[config.mk]
export PLATFORM = sky130hd
export DESIGN_NAME = coor_rotate
export DESIGN_NICKNAME = d
export VERILOG_FILES = /design/src/rtl/coor_rotate.sv
export SDC_FILE = /design/constraint.sdc
export NUM_CORES = 2
export LEC_CHECK = 0
export CAP_MARGIN = 25
export CORE_ASPECT_RATIO = 2
export CORE_MARGIN = 4
export CORE_UTILIZATION = 60
export DETAILED_ROUTE_END_ITERATION = 10
export GPL_TIMING_DRIVEN = 0
export PLACE_DENSITY = 0.85
export SYNTH_ARGS = -nofsm -noshare
export SYNTH_HDL_FRONTEND = slang
export SYNTH_SLANG_ARGS = --single-unit
[constraint.sdc]
create_clock -name clk -period 11 [get_ports clk]
set_clock_uncertainty 0.1 [all_clocks]
set_input_delay 2.2 -clock clk [delete_from_list [all_inputs] [get_ports clk]]
set_output_delay 2.2 -clock clk [all_outputs]
set_load 0.01 [all_outputs]
[src/rtl/coor_rotate.sv]
// Inverse-mapping coordinate rotator: turns destination pixels into source coordinates about (CX, CY).
// Optional COOR_FRAC_EN adds 8-bit fractional outputs and switches the integer parts to floor.
module coor_rotate #(
   parameter int IMG_W = 640,
   parameter int IMG_H = 480,
   parameter int CX    = 320,
   parameter int CY    = 240
) (
   input  logic              clk,
   input  logic              rst,
   input  logic [9:0]        angle_in,
   input  logic              frame_start,
   output logic [9:0]        cos_angle,
   input  logic signed [9:0] cos_value,
   output logic [9:0]        sin_angle,
   input  logic signed [9:0] sin_value,
   input  logic              in_valid,
   output logic              in_ready,
   input  logic [10:0]       in_x,
   input  logic [10:0]       in_y,
   output logic              out_valid,
   input  logic              out_ready,
   output logic [10:0]       src_x,
   output logic [10:0]       src_y,
   output logic              src_inside
`ifdef COOR_FRAC_EN
   ,
   output logic [7:0]        src_x_frac,
   output logic [7:0]        src_y_frac
`endif
);

   localparam logic signed [11:0] CX12  = 12'(CX);
   localparam logic signed [11:0] CY12  = 12'(CY);
   localparam logic signed [13:0] CX14  = 14'(CX);
   localparam logic signed [13:0] CY14  = 14'(CY);
   localparam logic signed [13:0] IMGW14 = 14'(IMG_W);
   localparam logic signed [13:0] IMGH14 = 14'(IMG_H);

   // Q8 product back to integer pixels, re-centred.
   function automatic logic signed [13:0] to_int(input logic signed [22:0] p,
                                                 input logic signed [13:0] ctr);
`ifdef COOR_FRAC_EN
      return 14'(p >>> 8) + ctr;
`else
      return 14'((p + 23'sd128) >>> 8) + ctr;
`endif
   endfunction

   function automatic logic in_range(input logic signed [13:0] v,
                                     input logic signed [13:0] lim);
      return (v >= 14'sd0) && (v < lim);
   endfunction

   logic [9:0] angle_q, angle_d;
   logic [9:0] cos_angle_q, sin_angle_q, sin_angle_d;
   logic       en;

   logic              vld_p1_q, vld_p2_q, vld_p3_q;
   logic signed [11:0] dx_d, dy_d, dx_p1_q, dy_p1_q;
   logic signed [9:0]  cos_p1_q, sin_p1_q;
   logic signed [21:0] m_xc, m_ys, m_yc, m_xs;
   logic signed [22:0] px_d, py_d, px_p2_q, py_p2_q;
   logic signed [13:0] sx_d, sy_d;
   logic               inside_d, inside_q;
   logic [10:0]        src_x_d, src_y_d, src_x_q, src_y_q;

   always_comb begin
      angle_d = angle_q;
      if (frame_start && (angle_in <= 10'd359))
         angle_d = angle_in;
      sin_angle_d = (angle_q < 10'd90) ? angle_q + 10'd270 : angle_q - 10'd90;
   end

   always_ff @(posedge clk or posedge rst) begin
      if (rst) begin
         angle_q     <= '0;
         cos_angle_q <= '0;
         sin_angle_q <= 10'd270;
      end else begin
         angle_q     <= angle_d;
         cos_angle_q <= angle_q;
         sin_angle_q <= sin_angle_d;
      end
   end

   assign cos_angle = cos_angle_q;
   assign sin_angle = sin_angle_q;
   assign en        = !vld_p3_q || out_ready;
   assign in_ready  = en;

   // S1: centre the destination coordinate and capture the table returns
   assign dx_d = signed'({1'b0, in_x}) - CX12;
   assign dy_d = signed'({1'b0, in_y}) - CY12;

   // S2: rotate, full precision
   assign m_xc = dx_p1_q * cos_p1_q;
   assign m_ys = dy_p1_q * sin_p1_q;
   assign m_yc = dy_p1_q * cos_p1_q;
   assign m_xs = dx_p1_q * sin_p1_q;
   assign px_d = {m_xc[21], m_xc} + {m_ys[21], m_ys};
   assign py_d = {m_yc[21], m_yc} - {m_xs[21], m_xs};

   // S3: back to pixels, bounds check, zero out-of-image results
   assign sx_d     = to_int(px_p2_q, CX14);
   assign sy_d     = to_int(py_p2_q, CY14);
   assign inside_d = in_range(sx_d, IMGW14) && in_range(sy_d, IMGH14);
   assign src_x_d  = inside_d ? sx_d[10:0] : 11'd0;
   assign src_y_d  = inside_d ? sy_d[10:0] : 11'd0;

   always_ff @(posedge clk) begin
      if (en) begin
         dx_p1_q  <= dx_d;
         dy_p1_q  <= dy_d;
         cos_p1_q <= cos_value;
         sin_p1_q <= sin_value;
         px_p2_q  <= px_d;
         py_p2_q  <= py_d;
      end
   end

`ifdef COOR_FRAC_EN
   logic [7:0] fx_q, fy_q;
`endif

   always_ff @(posedge clk or posedge rst) begin
      if (rst) begin
         vld_p1_q <= 1'b0;
         vld_p2_q <= 1'b0;
         vld_p3_q <= 1'b0;
         src_x_q  <= '0;
         src_y_q  <= '0;
         inside_q <= 1'b0;
`ifdef COOR_FRAC_EN
         fx_q     <= '0;
         fy_q     <= '0;
`endif
      end else if (en) begin
         vld_p1_q <= in_valid;
         vld_p2_q <= vld_p1_q;
         vld_p3_q <= vld_p2_q;
         if (vld_p2_q) begin
            src_x_q  <= src_x_d;
            src_y_q  <= src_y_d;
            inside_q <= inside_d;
`ifdef COOR_FRAC_EN
            fx_q     <= inside_d ? px_p2_q[7:0] : 8'd0;
            fy_q     <= inside_d ? py_p2_q[7:0] : 8'd0;
`endif
         end
      end
   end

   assign out_valid  = vld_p3_q;
   assign src_x      = src_x_q;
   assign src_y      = src_y_q;
   assign src_inside = inside_q;
`ifdef COOR_FRAC_EN
   assign src_x_frac = fx_q;
   assign src_y_frac = fy_q;
`endif

endmodule

==> reports/results.txt <==
first-pass GRT wire length: 106,000 µm
total routing usage reported by global routing: 0.329
Clock Root Buffer: clkbuf_16
post-cts sizing count: 0
Synth Warn #: 0
Syn Inst Count: 2,375
min Tclk post-route: 8200 ps
port buffer count: 101
Setup Viol. Count Final: 0
postcts setup bufs: 0
Post-CTS Hold Buffers: 0
fmax: 122 MHz
count leader, synth: inv_1
Vias per Instance: 5.68
worst skew pair latency: 490 ps
CP max stage delay: 810 ps
worst reg-to-reg setup slack: 2800 ps
clock-pin slew on the worst setup and hold paths: 70 ps
hold path cells: 0
row count: 103
status: finished clean
crit path DAT: 8260 ps
Post-DRT Antenna Nets: 0
largest net degree at the start of global routing: 54
async set-reset flop share out of synthesis: 0.426
count of final max-slew check failures: 0
TritonRoute pass-1 iters: 6
fillers: 3,140
routed wire length: 67,100 µm
final hold viol count: 0
worst slew pin tran: 965 ps
routing usage on met3: 0.0473
clock buffer count from CTS: 17
GRT Residual Overflow: 0
nets: 3,226
setup_tns: 0 ps
crit-path cells: clkbuf_1 -> buf_1 -> nand2_1 -> fa_1 -> inv_1 -> fa_1 -> fa_1 -> fa_1 -> fa_1 -> fa_1 -> inv_1 -> fa_1 -> inv_1 -> ha_1 -> nand2_1 -> nand2_1 -> a21o_1 -> a21oi_1 -> o21ai_1 -> a2111oi_0 -> xnor2_1
height of the die: 290 µm
#FFs+latches synth: 129
WL per Instance: 22.1 µm
Distinct cells, synth: 83
Main synth FF type: edfxtp_1
R2R depth: 21
Setup crit end kind: flip-flop
Rel. slew slack: 0.357
fin worst setup slack: 2800 ps
slowest CP cell: a2111oi_0
Seq/Total Area, Yosys: 0.151
CP most frequent cell: fa_1
IO Count: 102
final core occ: 0.665
CTS max path bufs: 2
initial antenna violation count: 1
EDFF count, synth: 74
pre-CTS setup slack: 2920 ps
Core ar.: 39,400 µm²
dpl hpwl: 55,200 µm
Yosys top cell area share: 0.423
Initial Util: 0.606
H-tree depth: 4
Tcrit/Tclk final: 0.746
DIE WIDTH: 149 µm
area of the mapped netlist: 23,900 µm²
M2 GR Usage: 0.576
DR iter-0 viols: 1,042
cell taking the most area after synthesis: fa_1
number of remaining DRC errors: 0
Max-Cap Viols: 0
routed via count: 17.3k
GR Layer Usage met1: 0.325
Die ar.: 43,300 µm²
number of global-route vias before repair: 19.9k
Synth top cells by count: inv_1, fa_1, and2_1, nand2_1, ha_1
P&R area growth vs syn: 9.69%
Crit Path Max Fanout: 10
top cells by area, synth: fa_1, edfxtp_1, inv_1
RSZ-0062 raised after global routing: false
GP Congestion: 0.953
CTS tree: built
share of post-route cells with drive strength above 1: 0.0386
startpoint types: flip-flop
syn_nets: 3,104
CTS sink cnt: 129
syn_area_per_cell: 10.1 µm²
Worst Path Required: 11,060 ps
WS Path Type: flip-flop to flip-flop
Most Crowded Layer GR: met2
Hold/Removal Path Class: flip-flop to flip-flop
## placed cells by master (no fill, tap or decap), types with 6 or more instances in the layout
| master | n |
|---|---|
| a21o_1 | 9 |
| a21oi_1 | 25 |
| a32o_1 | 16 |
| and2_1 | 241 |
| clkbuf_1 | 87 |
| clkbuf_16 | 17 |
| clkdlybuf4s50_1 | 101 |
| dfrtp_1 | 51 |
| edfxtp_1 | 74 |
| fa_1 | 505 |
| ha_1 | 167 |
| inv_1 | 586 |
| inv_6 | 6 |
| mux2_2 | 11 |
| nand2_1 | 221 |
| nand2b_1 | 18 |
| nand3_1 | 17 |
| nand4_1 | 11 |
| nor2_1 | 43 |
| nor2b_1 | 24 |
| nor3_1 | 20 |
| o21a_1 | 15 |
| o21ai_0 | 14 |
| xnor2_1 | 75 |
| xor2_1 | 25 |
## critical path, delay by kind of cell (launching register included)
kind,cells,cell delay [ps]
xor+xnor,1,260
simple gates,3,460
compound gates,4,1290
buf+inv,5,1430
flops,1,330
fa+ha+maj,8,4000
## worst paths after layout
path                                             start                endpoint
worst max-delay path             dx_p1_q[11]$_DFFE_PN_   px_p2_q[21]$_DFFE_PN_
worst min-delay path            angle_q[0]$_DFFE_PP0P_  sin_angle[0]$_DFF_PP0_
worst max register to register   dx_p1_q[11]$_DFFE_PN_   px_p2_q[21]$_DFFE_PN_
worst min register to register  angle_q[0]$_DFFE_PP0P_  sin_angle[0]$_DFF_PP0_
max in group asynchronous                          rst  sin_angle[8]$_DFF_PP1_
min in group asynchronous                          rst   src_x[10]$_DFFE_PP0P_
## flip-flops by register name (all words and copies together), names as in the netlist, 9 cells and up
| signal | flops |
|---|---|
| src_y | 11 |
| py_p2_q | 15 |
| cos_angle | 9 |
| cos_p1_q | 10 |
| sin_p1_q | 10 |
| sin_angle | 10 |
| dy_p1_q | 12 |
| angle_q | 10 |
| src_x | 11 |
| dx_p1_q | 12 |
| px_p2_q | 15 |
## metrics by stage
step                      hold slack, ps  cell area (µm²)  instances
final                                282            26200       3037
after global routing                 306            26200       3036
after CTS                            286            26200       3035
after detailed placement             268            25600       3003
after global placement               257            25600       3001
after floorplan                      249            23900       2375
## layout make-up
cell class                 count  area [µm²]  area share
buffer                       105         469      0.0179
clock inverter                15         164     0.00625
timing repair buffer         103        1060      0.0404
antenna                        2        5.00    0.000191
sequential                   129        3600       0.137
multi-input combinational   1553       17600       0.672
tap                          525         657      0.0250
inverter                     588        2210      0.0842
clock buffer                  17         425      0.0162
## logic make-up after synthesis
group                    synth area share
multiplexers                      0.00560
AND/OR/NAND/NOR                     0.141
buffers and inverters               0.112
flip-flops                          0.151
adder cells (fa/ha/maj)             0.510
XOR/XNOR                           0.0390
AO/OA/AOI/OAI                      0.0419
## per-layer routing
metal / wire, µm / vias up
met3: 3420 / 372
met5: 0 / -
met1: 20500 / 8806
li1: - / 7324
met4: 8210 / 0
met2: 34900 / 762
Power is left out: the tool's default activity adds up to more than one toggle a clock period on the data nets, which glitch-free logic cannot reach.
